--- src/rtl/mc_ctrl_fsm.sv ---
// Multicycle RISC-V control sequencer: fetch/data memory handshakes, stall, illegal-opcode trap, retire counter.
// Optional memory wait timeout enabled by defining CTRL_MEM_TIMEOUT_EN.
module mc_ctrl_fsm #(
  parameter int unsigned INST_TYPE_W    = 4,
  parameter int unsigned RETIRE_W       = 32,
  parameter int unsigned TIMEOUT_CYCLES = 16
) (
  input  logic                   CLK,
  input  logic                   RES_N,
  input  logic [6:0]             opcode,
  input  logic                   memReady,
  input  logic                   stall,
  input  logic                   trapClear,
  output logic                   memReq,
  output logic                   instWrite,
  output logic                   isFetch,
  output logic                   regWrite,
  output logic                   aluSrcA,
  output logic                   memRead,
  output logic                   memWrite,
  output logic                   memToReg,
  output logic                   isJump,
  output logic                   isBranch,
  output logic [1:0]             aluSrcB,
  output logic [INST_TYPE_W-1:0] instType,
  output logic                   retire,
  output logic [RETIRE_W-1:0]    retireCount,
  output logic                   trap,
  output logic [1:0]             trapCause
);

  localparam logic [2:0] S_FETCH   = 3'd0;
  localparam logic [2:0] S_DECODE  = 3'd1;
  localparam logic [2:0] S_EXECUTE = 3'd2;
  localparam logic [2:0] S_MEM     = 3'd3;
  localparam logic [2:0] S_WB      = 3'd4;
  localparam logic [2:0] S_TRAP    = 3'd5;

  localparam logic [3:0] C_ILLEGAL = 4'd0;
  localparam logic [3:0] C_R       = 4'd1;
  localparam logic [3:0] C_I       = 4'd2;
  localparam logic [3:0] C_JALR    = 4'd3;
  localparam logic [3:0] C_LOAD    = 4'd4;
  localparam logic [3:0] C_STORE   = 4'd5;
  localparam logic [3:0] C_BRANCH  = 4'd6;
  localparam logic [3:0] C_JAL     = 4'd7;
  localparam logic [3:0] C_LUI     = 4'd8;
  localparam logic [3:0] C_AUIPC   = 4'd9;

  localparam logic [1:0] CAUSE_NONE     = 2'd0;
  localparam logic [1:0] CAUSE_ILLEGAL  = 2'd1;
  localparam logic [1:0] CAUSE_FETCH_TO = 2'd2;
  localparam logic [1:0] CAUSE_DATA_TO  = 2'd3;

  logic [2:0]          state_d, state_q;
  logic [1:0]          trapCause_d, trapCause_q;
  logic [RETIRE_W-1:0] retireCount_q;
  logic [3:0]          cls;
  logic                mem_timeout;

  always_comb begin
    case (opcode)
      7'b0110011: cls = C_R;
      7'b0010011: cls = C_I;
      7'b1100111: cls = C_JALR;
      7'b0000011: cls = C_LOAD;
      7'b0100011: cls = C_STORE;
      7'b1100011: cls = C_BRANCH;
      7'b1101111: cls = C_JAL;
      7'b0110111: cls = C_LUI;
      7'b0010111: cls = C_AUIPC;
      default:    cls = C_ILLEGAL;
    endcase
  end

`ifdef CTRL_MEM_TIMEOUT_EN
  logic [7:0] wait_d, wait_q;

  assign mem_timeout = !memReady && (wait_q == 8'(TIMEOUT_CYCLES - 1));

  // Counter restarts on every entry into a memory-waiting state, including TRAP -> FETCH.
  always_comb begin
    wait_d = wait_q;
    if ((state_d != state_q) && (state_d == S_FETCH || state_d == S_MEM))
      wait_d = '0;
    else if (memReq && !memReady)
      wait_d = wait_q + 8'd1;
  end

  always_ff @(posedge CLK or negedge RES_N) begin
    if (!RES_N) wait_q <= '0;
    else        wait_q <= wait_d;
  end
`else
  logic unused_timeout;
  assign mem_timeout    = 1'b0;
  assign unused_timeout = (TIMEOUT_CYCLES == 0);
`endif

  always_comb begin
    state_d     = state_q;
    trapCause_d = trapCause_q;
    memReq      = 1'b0;
    instWrite   = 1'b0;
    isFetch     = 1'b0;
    regWrite    = 1'b0;
    aluSrcA     = 1'b0;
    memRead     = 1'b0;
    memWrite    = 1'b0;
    memToReg    = 1'b0;
    isJump      = 1'b0;
    isBranch    = 1'b0;
    aluSrcB     = 2'b00;
    instType    = '0;
    retire      = 1'b0;
    trap        = 1'b0;

    case (state_q)
      S_FETCH: begin
        memReq  = 1'b1;
        isFetch = 1'b1;
        memRead = 1'b1;
        if (memReady) begin
          instWrite = 1'b1;
          state_d   = S_DECODE;
        end else if (mem_timeout) begin
          state_d     = S_TRAP;
          trapCause_d = CAUSE_FETCH_TO;
        end
      end
      S_DECODE: begin
        if (!stall) begin
          if (cls == C_ILLEGAL) begin
            state_d     = S_TRAP;
            trapCause_d = CAUSE_ILLEGAL;
          end else begin
            state_d = S_EXECUTE;
          end
        end
      end
      S_EXECUTE: begin
        instType = INST_TYPE_W'(cls);
        case (cls)
          C_I, C_LOAD, C_STORE, C_LUI: aluSrcB = 2'b01;
          C_JALR, C_JAL: begin
            aluSrcA = 1'b1;
            aluSrcB = 2'b10;
            isJump  = 1'b1;
          end
          C_AUIPC: begin
            aluSrcA = 1'b1;
            aluSrcB = 2'b01;
          end
          C_BRANCH: isBranch = 1'b1;
          default:  aluSrcB  = 2'b00;
        endcase
        if (!stall) begin
          if (cls == C_BRANCH) begin
            state_d = S_FETCH;
            retire  = 1'b1;
          end else if (cls == C_LOAD || cls == C_STORE) begin
            state_d = S_MEM;
          end else begin
            state_d = S_WB;
          end
        end
      end
      S_MEM: begin
        memReq   = 1'b1;
        memRead  = (cls == C_LOAD);
        memWrite = (cls == C_STORE);
        if (memReady) begin
          if (cls == C_LOAD) begin
            state_d = S_WB;
          end else begin
            state_d = S_FETCH;
            retire  = 1'b1;
          end
        end else if (mem_timeout) begin
          state_d     = S_TRAP;
          trapCause_d = CAUSE_DATA_TO;
        end
      end
      S_WB: begin
        regWrite = !stall;
        memToReg = (cls == C_LOAD);
        if (!stall) begin
          state_d = S_FETCH;
          retire  = 1'b1;
        end
      end
      S_TRAP: begin
        trap = 1'b1;
        if (trapClear) begin
          state_d     = S_FETCH;
          trapCause_d = CAUSE_NONE;
        end
      end
      default: state_d = S_FETCH;
    endcase

    // Outputs must drop the instant reset asserts, not at the next clock.
    if (!RES_N) begin
      memReq    = 1'b0;
      instWrite = 1'b0;
      isFetch   = 1'b0;
      regWrite  = 1'b0;
      aluSrcA   = 1'b0;
      memRead   = 1'b0;
      memWrite  = 1'b0;
      memToReg  = 1'b0;
      isJump    = 1'b0;
      isBranch  = 1'b0;
      aluSrcB   = 2'b00;
      instType  = '0;
      retire    = 1'b0;
      trap      = 1'b0;
    end
  end

  always_ff @(posedge CLK or negedge RES_N) begin
    if (!RES_N) begin
      state_q       <= S_FETCH;
      trapCause_q   <= CAUSE_NONE;
      retireCount_q <= '0;
    end else begin
      state_q     <= state_d;
      trapCause_q <= trapCause_d;
      if (retire) retireCount_q <= retireCount_q + RETIRE_W'(1);
    end
  end

  assign retireCount = retireCount_q;
  assign trapCause   = trapCause_q;

endmodule

--- config.mk ---
export PLATFORM = sky130hd
export DESIGN_NAME = mc_ctrl_fsm
export DESIGN_NICKNAME = d
export VERILOG_FILES = /design/src/rtl/mc_ctrl_fsm.sv
export SDC_FILE = /design/constraint.sdc
export NUM_CORES = 1
export LEC_CHECK = 0
export ABC_AREA = 1
export BUFFER_PORTS_ARGS = -buffer_cell sky130_fd_sc_hd__buf_4
export CAP_MARGIN = 20
export CORE_ASPECT_RATIO = 0.7
export CORE_MARGIN = 2
export CORE_UTILIZATION = 32
export CTS_BUF_LIST = sky130_fd_sc_hd__clkbuf_4
export DETAILED_ROUTE_END_ITERATION = 6
export GPL_TIMING_DRIVEN = 0
export PLACE_DENSITY = 0.6
export SYNTH_ARGS = -nofsm -noshare
export SYNTH_HDL_FRONTEND = slang
export SYNTH_SLANG_ARGS = --single-unit
--- constraint.sdc ---
create_clock -name CLK -period 1.5 [get_ports CLK]
set_input_delay 0.3 -clock CLK [delete_from_list [all_inputs] [get_ports CLK]]
set_output_delay 0.3 -clock CLK [all_outputs]
set_load 0.005 [all_outputs]
* Word-level counts from Yosys, hierarchy flattened *
Cells that the tools add are included.

word-level totals
  output and inout port bits = 52
  bits in registers = 37
  input port bits = 12
  word-level logic and storage cells = 97

operators by class
  $add $sub $neg = 1
  eq/ne operators = 29
  reductions and logical operators = 11
  multiplexer cells = 53

operator list
  kind                                           number
  one-hot mux 4 bit (9 select lines)             1
  adder 32 x 1 -> 32 bit, second input constant  1
  two-way mux 1 bit                              30
  two-way mux 3 bit                              10
  == test 7 x 6 -> 1 bit, second input constant  3
  == test 7 bit, second input constant           3
  one-hot mux 3 bit (6 select lines)             1
  == test 4 x 3 -> 1 bit, second input constant  4
  == test 7 x 5 -> 1 bit, second input constant  2
  != test 2 bit, second input constant           7
  two-way mux 2 bit                              5
  == test 4 x 2 -> 1 bit, second input constant  2
  == test 4 bit, second input constant           2
  two-way mux 4 bit                              2
  one-hot mux 2 bit (2 select lines)             2
  == test 7 x 2 -> 1 bit, second input constant  1
  == test 3 x 2 -> 1 bit, second input constant  2
  == test 3 bit, second input constant           2
  AND reduction 6 bit                            1
  OR reduction 5 bit                             1
  logical NOT 4 bit                              1
  AND reduction 4 bit                            1
  OR reduction 2 bit                             2
  == test 3 x 1 -> 1 bit, second input constant  1
  7 further kinds                                7

* Depth between registers and ports, before layout *
Gate-level depths: netlist of run 1.

  depth in word-level cells = 8
  gate-level depth with buffers = 12
  depth with buffers taken out = 11

* Worst setup path after synthesis of run 1 *
No wires, ideal clock.

  kind = reg2out
  from = register state_q[2]
  to = output retire
  cell stages (with the launch flop) = 7
  required time = 1,200 ps
  path buffers = 1
  slack = 15 ps
  data arrival time = 1,185 ps
  cells stage by stage = dfrtp_1 nor3_2 nand4_1 nand3_2 nand2_4 inv_4 buf_6

between the ends
  word-level cells in the longest chain between the ends = 3
  elaborated cells on any way between the ends = 5
  classes of those cells = eq/ne (3); mux (2)

RTL lines
  item                                                            line  RTL
  from (decl)                                                     55    logic [2:0] state_d, state_q;
  from (signal assigned)                                          227   state_q <= state_d;
  == test 3 bit / == test 3 x 2 -> 1 bit (equally long branches)  118   case (state_q)
  one-hot mux 1 bit (3 select lines) *                            118
  two-way mux 1 bit *                                             203   if (!RES_N) begin
  to (decl)                                                       26    output logic retire,

Mark *: on every way between the ends. The rest lies on a longest branch, timed or not.

* Worst setup path in the final report of run 1 *
  from = register state_q[0]
  to = output retire

Same word-level chain as after synthesis.

==> results of run 1 <==
metal layers:
metal | wire [um] | share of wire (%) | track usage (%)
met5 | 0 | 0 | 0
met4 | 45 | 0.49 | 3.614
met3 | 646 | 7.1 | 4.207
met2 | 3784 | 42 | 27.24
met1 | 4623 | 51 | 30.67
cell families after synthesis:
kind of cell	after synthesis	share of synthesized area, %
AO/OA/AOI/OAI	13	2.637
XOR/XNOR	13	4.136
adder cells (fa/ha/maj)	1	0.4545
buffers and inverters	60	9.318
flip-flops	36	32.73
other	1	0.1362
AND/OR/NAND/NOR	328	50.59
sequential cells by signal, indices dropped and copies added (netlist names):
name	flops
retireCount	32
state_q	3
trapCause	1
report_power, final:
group / leakage [nW] / internal (mW) / switching (mW)
sequential: 0.466 / 1.05 / 0.105
combinational: 1.46 / 0.619 / 0.675
clock: 0.0338 / 0.217 / 0.334
repair_timing:
| action | 4_1_cts | 5_1_grt |
|---|---|---|
| buffers inserted | 20 | 14 |
| pin swaps | 10 | 14 |
| hold endpoints to repair | 36 | 36 |
| cloned | 1 | 0 |
| setup endpoints to repair | 51 | 55 |
| gates resized for setup | 45 | 59 |
cell usage after synthesis:
library cell  instances  share of area [%]
ha_1                  1               0.45
xor2_1                9                2.9
nor3_4                1               0.59
nand2_4               1               0.41
buf_4                 3               0.82
o21ai_0               2               0.36
nor3_1               16                2.9
nor3_2                2               0.73
xnor2_1               4                1.3
o21ai_1               4               0.73
inv_2                 6               0.82
buf_2                 2               0.36
nand3_2               1               0.36
nand3_1              33                6.0
a41oi_1               1               0.32
inv_1                46                6.3
conb_1                1               0.14
nand2_1             194                 26
inv_4                 1               0.23
o22ai_1               1               0.23
buf_6                 2               0.82
nand4_1              11                2.5
nand3b_1              8                2.2
o21bai_1              1               0.27
nor3b_1               1               0.27
nor2_1               60                8.2
dfrtp_1              36                 33
a21oi_1               4               0.73
metrics by stage:
stage / utilization (%) / hold WS, ps / power [mW]
detailed placement: 39.84 / 328.3 / 1.938
global route: 47.63 / -173.9 / 3.207
global placement: 39.84 / 325.1 / 1.925
floorplan: - / 4.409 / 1.625
finish: 47.63 / -184.0 / 3.002
CTS: 44.35 / -130.7 / 2.764
area by class of cell:
class	count	area, sq um
clock inverter	1	3.754
multi-input combinational	356	1807
inverter	53	211.5
fill	895	4403
tap	105	131.4
clock buffer	7	52.55
sequential	36	922.1
buffer	7	82.58
timing repair buffer	96	794.5
how the worst min path moves through the flow:
stage / startpoint / end / slack [ps] / cells past startpoint
after detailed placement: RES_N / retireCount[12] / 330 / 1
after global routing: RES_N / retireCount[12] / -170 / 1
final: RES_N / retireCount[16] / -180 / 1
after floorplan: RES_N / retireCount[0] / 4 / 0
after global placement: RES_N / retireCount[12] / 330 / 1
after CTS: RES_N / retireCount[1] / -130 / 1
critical path: cells and delay by family (launching register included):
kind,cells,cell delay [ps]
simple gates,3,360
buf+inv,5,500
flops,1,460
==> reports/results.ini, run 1 <==
[outcome]
status=finished, violations left
violations=hold timing, setup timing

[timing]
skew_ps=10.59
setup_viol=45
rsz0062_at_grt=true
finalWorstSetupSlack_ps=-470.6
finalCritPeriodShare_pct=131.4
fin_crit_ps=1971
slew_violations=0
fmax_ghz=0.5075
hold_viol_final=36
fin_setup_tns_ps=-10430
holdWs_ps=-184.0

[min_path]
hold_class=in -> async

[setup_path]
slowest_stage=dfrtp_2
ff2ff_setup_slack_ps=-190
crit_path_end=retire
cp_cell_sequence=buf_4 -> inv_4 -> nand4_1 -> nand3_2 -> nand2_4 -> inv_4 -> buf_6 -> buf_6
r2r_end=retireCount[1]
rr_startpoint=state_q[0]
max_stage_delay_ps=460
critical_path_arrival_ps=1670
r2r_cells=10
cp_max_fo=4
worstSetupEndpointType=output pin
required_ps=1200
critPathLaunch=state_q[0]
path_class=reg -> out
worstSetupStartpointType=register

[power]
ir_drop_mv=0.3437
power.density_nw_per_um2=749.5
p_leak_nw=1.961

[route]
avgRoutedWirePerCell_um=13.77
ant_nets=0
drc=0
drtIter0Drc=247
viasPerCell=4.785
num_vias=3163
wl_um=9100
dr.pass1.iters=4

[cells_and_area]
syn_to_final_growth_pct=45.50
mostFrequentLayoutCells=nand2_1, buf_4, nor2_1
design_area_sq_um=4005
drive_gt1_share_pct=33.45
layout.cells.non_filler=661
final_common_cell=nand2_1
final_nets=568
n_antenna_cell=0

[placed_design]
dp_hpwl_um=6584
gp_congestion=0.9015
dpl_cell_area_sq_um=3349
dp_cells=619
post-place-ws_ps=-542.9
portBuffers=62

[clock_tree]
cts_root_buf=clkbuf_4
path_clk_slew_ps=120
tritoncts=done
worstSkewPairLatency_ps=340
numCtsBuffers=5
cts_max_level=2
cts_num_sinks=36
cts_buffer_depth=2

[global_routing]
grt_usage_pct=19.56
grt-ovfl-total=0
grt_pass1_vias=2776
grt_pass1_wl_um=14290
antenna_found_initial=0
grt_max_degree=43

[logic_synthesis]
netlist_area_sq_um=2753
yosysWarnings=0
syn_inst=452
ys_seq_area_share_pct=32.73
synth-seq-cells=36
syn_nets=465
syn_avg_cell_area_sq_um=6.090
synth_cell_types=28

[floorplan]
num_io_pins=64
core_area_sq_um=8408
die_w_um=114.9
die_area_sq_um=9372
dieHeight_um=81.60
rows=28
initial_core_util_pct=32.74

[flow_run]
maxCapViolCount=0

Note: power is estimated with default switching activity, not from simulation.
==> run 2, diff against run 1 <==
--- a/config.mk
+++ b/config.mk
@@ -10,11 +10,11 @@
 export CAP_MARGIN = 20
 export CORE_ASPECT_RATIO = 0.7
 export CORE_MARGIN = 2
-export CORE_UTILIZATION = 32
+export CORE_UTILIZATION = 35
 export CTS_BUF_LIST = sky130_fd_sc_hd__clkbuf_4
 export DETAILED_ROUTE_END_ITERATION = 6
 export GPL_TIMING_DRIVEN = 0
-export PLACE_DENSITY = 0.6
+export PLACE_DENSITY = 0.64
 export SYNTH_ARGS = -nofsm -noshare
 export SYNTH_HDL_FRONTEND = slang
 export SYNTH_SLANG_ARGS = --single-unit
==> reports/results.ini, run 2 (same netlist as run 1, synthesis figures left out) <==
[floorplan]
core_area_sq_um=7736  ; was 8408 sq um
die_w_um=110.0  ; was 114.9 um
rows=27  ; was 28
dieHeight_um=78.20  ; was 81.60 um
num_io_pins=64  ; unchanged
die_area_sq_um=8601  ; was 9372 sq um
initial_core_util_pct=35.58  ; was 32.74%

[cells_and_area]
final_nets=573  ; was 568
final_common_cell=nand2_1  ; unchanged
mostFrequentLayoutCells=nand2_1, buf_4, nor2_1  ; unchanged
syn_to_final_growth_pct=47.86  ; was 45.50%
n_antenna_cell=0  ; unchanged
largest_register_ffs=32  ; unchanged
post-route-util_pct=52.61  ; was 47.63%
layout.cells.non_filler=662  ; was 661
drive_gt1_share_pct=32.98  ; was 33.45%

[clock_tree]
cts_num_sinks=36  ; unchanged
path_clk_slew_ps=130  ; was 120 ps
cts_root_buf=clkbuf_4  ; unchanged
tritoncts=done  ; unchanged
cts_max_level=2  ; unchanged
worstSkewPairLatency_ps=360  ; was 340 ps
cts_buffer_depth=2  ; unchanged
numCtsBuffers=5  ; unchanged

[route]
wl_um=9141  ; was 9100 um
viasPerCell=5.006  ; was 4.785
highest_layer=met4  ; unchanged
ant_nets=0  ; unchanged
avgRoutedWirePerCell_um=13.81  ; was 13.77 um
dr.pass1.iters=6  ; was 4
drtIter0Drc=332  ; was 247
num_vias=3314  ; was 3163
drc=0  ; unchanged
wl_met1_um=4307  ; was 4623 um
dr_wl_met2_um=3908  ; was 3784 um
wl_met3_um=767  ; was 646 um

[setup_path]
max_stage_delay_ps=460  ; about the same
worstSetupStartpointType=register  ; unchanged
cp_max_fo=6  ; was 4
path_class=reg -> out  ; unchanged
slowest_stage=dfrtp_2  ; unchanged
cp_cell_sequence=nor3_4 -> inv_2 -> nor2_4 -> inv_4 -> a41oi_2 -> buf_4  ; was buf_4 -> inv_4 -> nand4_1 -> nand3_2 -> nand2_4 -> inv_4 -> buf_6 -> buf_6
critical_path_arrival_ps=1650  ; was 1670 ps
required_ps=1200  ; about the same
worstSetupEndpointType=output pin  ; unchanged

[timing]
fin_setup_tns_ps=-12550  ; was -10430 ps
hold_viol_final=36  ; unchanged
holdWs_ps=-162.2  ; was -184.0 ps
skew_ps=17.50  ; was 10.59 ps
setup_viol=46  ; was 45
fin_crit_ps=1945  ; was 1971 ps
finalWorstSetupSlack_ps=-445.4  ; was -470.6 ps
finalCritPeriodShare_pct=129.7  ; was 131.4%
slew_violations=0  ; unchanged
rsz0062_at_grt=true  ; unchanged
fmax_ghz=0.5140  ; was 0.5075 GHz

[power]
p_leak_nw=2.034  ; was 1.961 nW
p_clk_share_pct=22.6  ; was 18.3%
seq_power_share_pct=35.4  ; was 38.5%
p_int_mw=2.071  ; was 1.888 mW
power.switching_mw=1.141  ; was 1.114 mW
combPwrFrac_pct=42.0  ; was 43.1%
netSwitchingFraction_pct=35.52  ; was 37.10%
power.density_nw_per_um2=789.2  ; was 749.5 nW/um^2
ir_drop_mv=0.3221  ; was 0.3437 mV

[placed_design]
dp_cells=615  ; was 619
portBuffers=62  ; unchanged
gp_congestion=0.9113  ; was 0.9015
dp_hpwl_um=6219  ; was 6584 um

[global_routing]
grt-ovfl-total=0  ; unchanged
grt_pass1_wl_um=14200  ; was 14290 um
grt_pass1_vias=2985  ; was 2776
grt_usage_pct=21.03  ; was 19.56%
antenna_found_initial=0  ; unchanged
grt_max_degree=43  ; unchanged

[flow_run]
maxCapViolCount=0  ; unchanged

[outcome]
status=finished, violations left  ; unchanged
violations=hold timing, setup timing  ; unchanged

[min_path]
hold_class=in -> async  ; unchanged

==> run 2: cell count changes in the layout (fill, tap and decap cells not counted), moves of 4 or more <==
cell,previous run,this run
dfrtp_2,17,12
clkbuf_16,0,4
dfrtp_1,19,24
buf_4,85,92
buf_6,13,5
==> run 2: final cells by class <==
cell class,count,area (sq um)
multi-input combinational,356,1793
fill,731,3666
sequential,36,915.9
tap,101,126.4
clock buffer,6,45.04
timing repair buffer,101,862.1
clock inverter,2,35.03
inverter,53,209.0
buffer,7,83.83
==> run 2: critical path, delay by kind of cell, from the launching register on <==
| family | cells | cell delay [ps] |
|---|---|---|
| AO/OA/AOI/OAI | 1 | 160 |
| AND/OR/NAND/NOR | 2 | 380 |
| flip-flops | 1 | 460 |
| buffers and inverters | 3 | 300 |
==> run 2: worst paths after layout <==
check	from	endpoint	slack, ps	cells past startpoint
worst max-delay path	state_q[2]	aluSrcB[0]	-450	6
worst min-delay path	RES_N	retireCount[11]	-160	1
worst max register to register	state_q[2]	retireCount[23]	-290	10
worst min register to register	retireCount[31]	retireCount[31]	500	2
max in group asynchronous	RES_N	state_q[2]	1350	1
min in group CLK	trapClear	trapCause[0]	230	4
==> run 2: metrics by stage <==
step	cell area, sq um	worst slack, ps	power, mW
2_1_floorplan	2753	15.43	1.625
3_3_place_gp	3344	-479.5	1.909
3_5_place_dp	3344	-492.2	1.931
4_1_cts	3801	-441.8	3.008
5_1_grt	4070	-545.9	3.396
6_report	4070	-445.4	3.212
==> run 2: per-layer routing <==
metal | global-route usage (%) | vias up
met4 | 4.937 | 0
met1 | 32.32 | 1513
met5 | 0 | -
li1 | - | 1635
met3 | 3.156 | 20
met2 | 30.61 | 146
==> run 2: what timing repair did <==
action                     4_1_cts  5_1_grt
pin swaps                       14       11
hold endpoints to repair        36       36
resized for setup               51       38
cloned                           0        4
setup endpoints to repair       53       53
buffers inserted                28        9
==> run 2: power groups by stage <==
stage	registers, mW	logic, mW	clock network [mW]
6_report	1.14	1.35	0.725
5_1_grt	1.15	1.47	0.778
4_1_cts	1.13	1.15	0.733
3_5_place_dp	1.16	0.770	0
3_3_place_gp	1.16	0.753	0
2_1_floorplan	1.15	0.478	0
==> run 3, diff against run 2 <==
--- a/config.mk
+++ b/config.mk
@@ -14,7 +14,7 @@
 export CTS_BUF_LIST = sky130_fd_sc_hd__clkbuf_4
 export DETAILED_ROUTE_END_ITERATION = 6
 export GPL_TIMING_DRIVEN = 0
-export PLACE_DENSITY = 0.64
+export PLACE_DENSITY = 0.56
 export SYNTH_ARGS = -nofsm -noshare
 export SYNTH_HDL_FRONTEND = slang
 export SYNTH_SLANG_ARGS = --single-unit
==> reports/results.ini, run 3 (same netlist as run 1, synthesis figures left out) <==
[cells_and_area]
n_antenna_cell=0  ; unchanged
syn_to_final_growth_pct=43.86  ; was 47.86%
mostFrequentLayoutCells=nand2_1, buf_4, nor2_1  ; unchanged
drive_gt1_share_pct=32.13  ; was 32.98%
final_common_cell=nand2_1  ; unchanged
largest_register_ffs=32  ; unchanged
final_nets=566  ; was 573

[floorplan]
die_w_um=110.0  ; unchanged
initial_core_util_pct=35.58  ; unchanged
rows=27  ; unchanged
core_area_sq_um=7736  ; unchanged
die_area_sq_um=8601  ; unchanged
num_io_pins=64  ; unchanged
dieHeight_um=78.20  ; unchanged

[power]
power.density_nw_per_um2=786.8  ; was 789.2 nW/um^2
combPwrFrac_pct=39.7  ; was 42.0%
p_clk_share_pct=23.2  ; was 22.6%
p_int_mw=2.012  ; was 2.071 mW
netSwitchingFraction_pct=35.44  ; was 35.52%
seq_power_share_pct=37.1  ; was 35.4%
power.switching_mw=1.104  ; was 1.141 mW
p_leak_nw=1.973  ; was 2.034 nW
ir_drop_mv=0.4681  ; was 0.3221 mV

[global_routing]
grt_pass1_vias=2834  ; was 2985
grt_max_degree=43  ; unchanged
grt_pass1_wl_um=13940  ; was 14200 um
antenna_found_initial=0  ; unchanged
grt_usage_pct=20.58  ; was 21.03%
grt-ovfl-total=0  ; unchanged

[clock_tree]
cts_max_level=2  ; unchanged
cts_buffer_depth=2  ; unchanged
cts_num_sinks=36  ; unchanged
path_clk_slew_ps=140  ; was 130 ps
worstSkewPairLatency_ps=370  ; was 360 ps
cts_root_buf=clkbuf_4  ; unchanged
numCtsBuffers=5  ; unchanged
tritoncts=done  ; unchanged

[timing]
fin_crit_ps=1954  ; was 1945 ps
holdWs_ps=-174.2  ; was -162.2 ps
hold_viol_final=36  ; unchanged
slew_violations=0  ; unchanged
finalWorstSetupSlack_ps=-453.9  ; was -445.4 ps
fmax_ghz=0.5118  ; was 0.5140 GHz
skew_ps=20.32  ; was 17.50 ps
finalCritPeriodShare_pct=130.3  ; was 129.7%
setup_viol=46  ; unchanged
rsz0062_at_grt=true  ; unchanged
fin_setup_tns_ps=-11680  ; was -12550 ps

[placed_design]
portBuffers=62  ; unchanged
dp_hpwl_um=6318  ; was 6219 um
gp_congestion=0.9202  ; was 0.9113

[setup_path]
worstSetupEndpointType=output pin  ; unchanged
r2r_end=retireCount[5]  ; was retireCount[23]
ff2ff_setup_slack_ps=-270  ; was -290 ps
required_ps=1200  ; about the same
cp_cell_sequence=nor3_4 -> inv_2 -> nor2_4 -> inv_4 -> a41oi_2 -> buf_4  ; unchanged
max_stage_delay_ps=470  ; was 460 ps
path_class=reg -> out  ; unchanged
worstSetupStartpointType=register  ; unchanged
slowest_stage=dfrtp_2  ; unchanged
r2r_cells=10  ; unchanged
critical_path_arrival_ps=1650  ; about the same
cp_max_fo=6  ; unchanged
rr_startpoint=state_q[2]  ; unchanged

[outcome]
status=finished, violations left  ; unchanged
violations=hold timing, setup timing  ; unchanged

[route]
dr.pass1.iters=6  ; unchanged
wl_um=8586  ; was 9141 um
drtIter0Drc=240  ; was 332
avgRoutedWirePerCell_um=13.11  ; was 13.81 um
viasPerCell=4.820  ; was 5.006
ant_nets=0  ; unchanged
drc=0  ; unchanged
num_vias=3157  ; was 3314

[min_path]
hold_class=in -> async  ; unchanged

[flow_run]
maxCapViolCount=0  ; unchanged

==> run 3: repair_timing <==
action | 4_1_cts | 5_1_grt
cloned | 1 | 0
setup endpoints to repair | 50 | 55
pin swaps | 9 | 11
setup buffers | 17 | 15
gates resized for setup | 42 | 52
hold endpoints to repair | 36 | 36
==> run 3: critical path, delay by kind of cell, from the launching register on <==
family	cells	cell delay (ps)
AOI/OAI and AO/OA	1	160
buffers and inverters	3	300
DFF	1	470
and+or+nand+nor	2	380
==> run 3: power groups by stage <==
stage / logic, mW / clock network (mW) / registers (mW)
2_1_floorplan: 0.478 / 0 / 1.15
5_1_grt: 1.38 / 0.791 / 1.17
3_3_place_gp: 0.761 / 0 / 1.16
6_report: 1.24 / 0.722 / 1.16
4_1_cts: 1.02 / 0.738 / 1.14
3_5_place_dp: 0.759 / 0 / 1.16
==> run 3: cell type report <==
class	instances	area (sq um)
fill	820	3776
inverter	53	206.4
clock inverter	3	42.54
clock buffer	5	37.54
multi-input combinational	356	1783
tap	101	126.4
sequential	36	918.4
timing repair buffer	95	765.7
buffer	6	80.08
==> run 3: worst max path at each step <==
stage / startpoint / endpoint / slack [ps]
after detailed placement: RES_N / aluSrcB[0] / -510
after CTS: state_q[2] / aluSrcB[0] / -480
final: state_q[2] / aluSrcB[0] / -450
after global placement: RES_N / retireCount[31] / -480
after global routing: state_q[0] / aluSrcB[0] / -550
after floorplan: state_q[2] / retire / 20
==> run 3: metal layers <==
layer | up-vias | GRT usage, % | share of wire [%]
li1 | 1616 | - | -
met5 | - | 0 | 0
met1 | 1426 | 33.30 | 52
met2 | 108 | 28.34 | 40
met3 | 7 | 3.073 | 7.0
met4 | 0 | 4.051 | 0.70
==> run 3: metrics by stage <==
step	utilization [%]	instance area, sq um	worst slack, ps	power, mW	std cells
after detailed placement	43.23	3344	-511.4	1.920	615
after CTS	47.60	3682	-478.4	2.897	641
after global placement	43.23	3344	-484.3	1.919	615
final	51.19	3960	-453.9	3.116	655
after global routing	51.19	3960	-553.9	3.338	655
after floorplan	-	2753	15.43	1.625	452
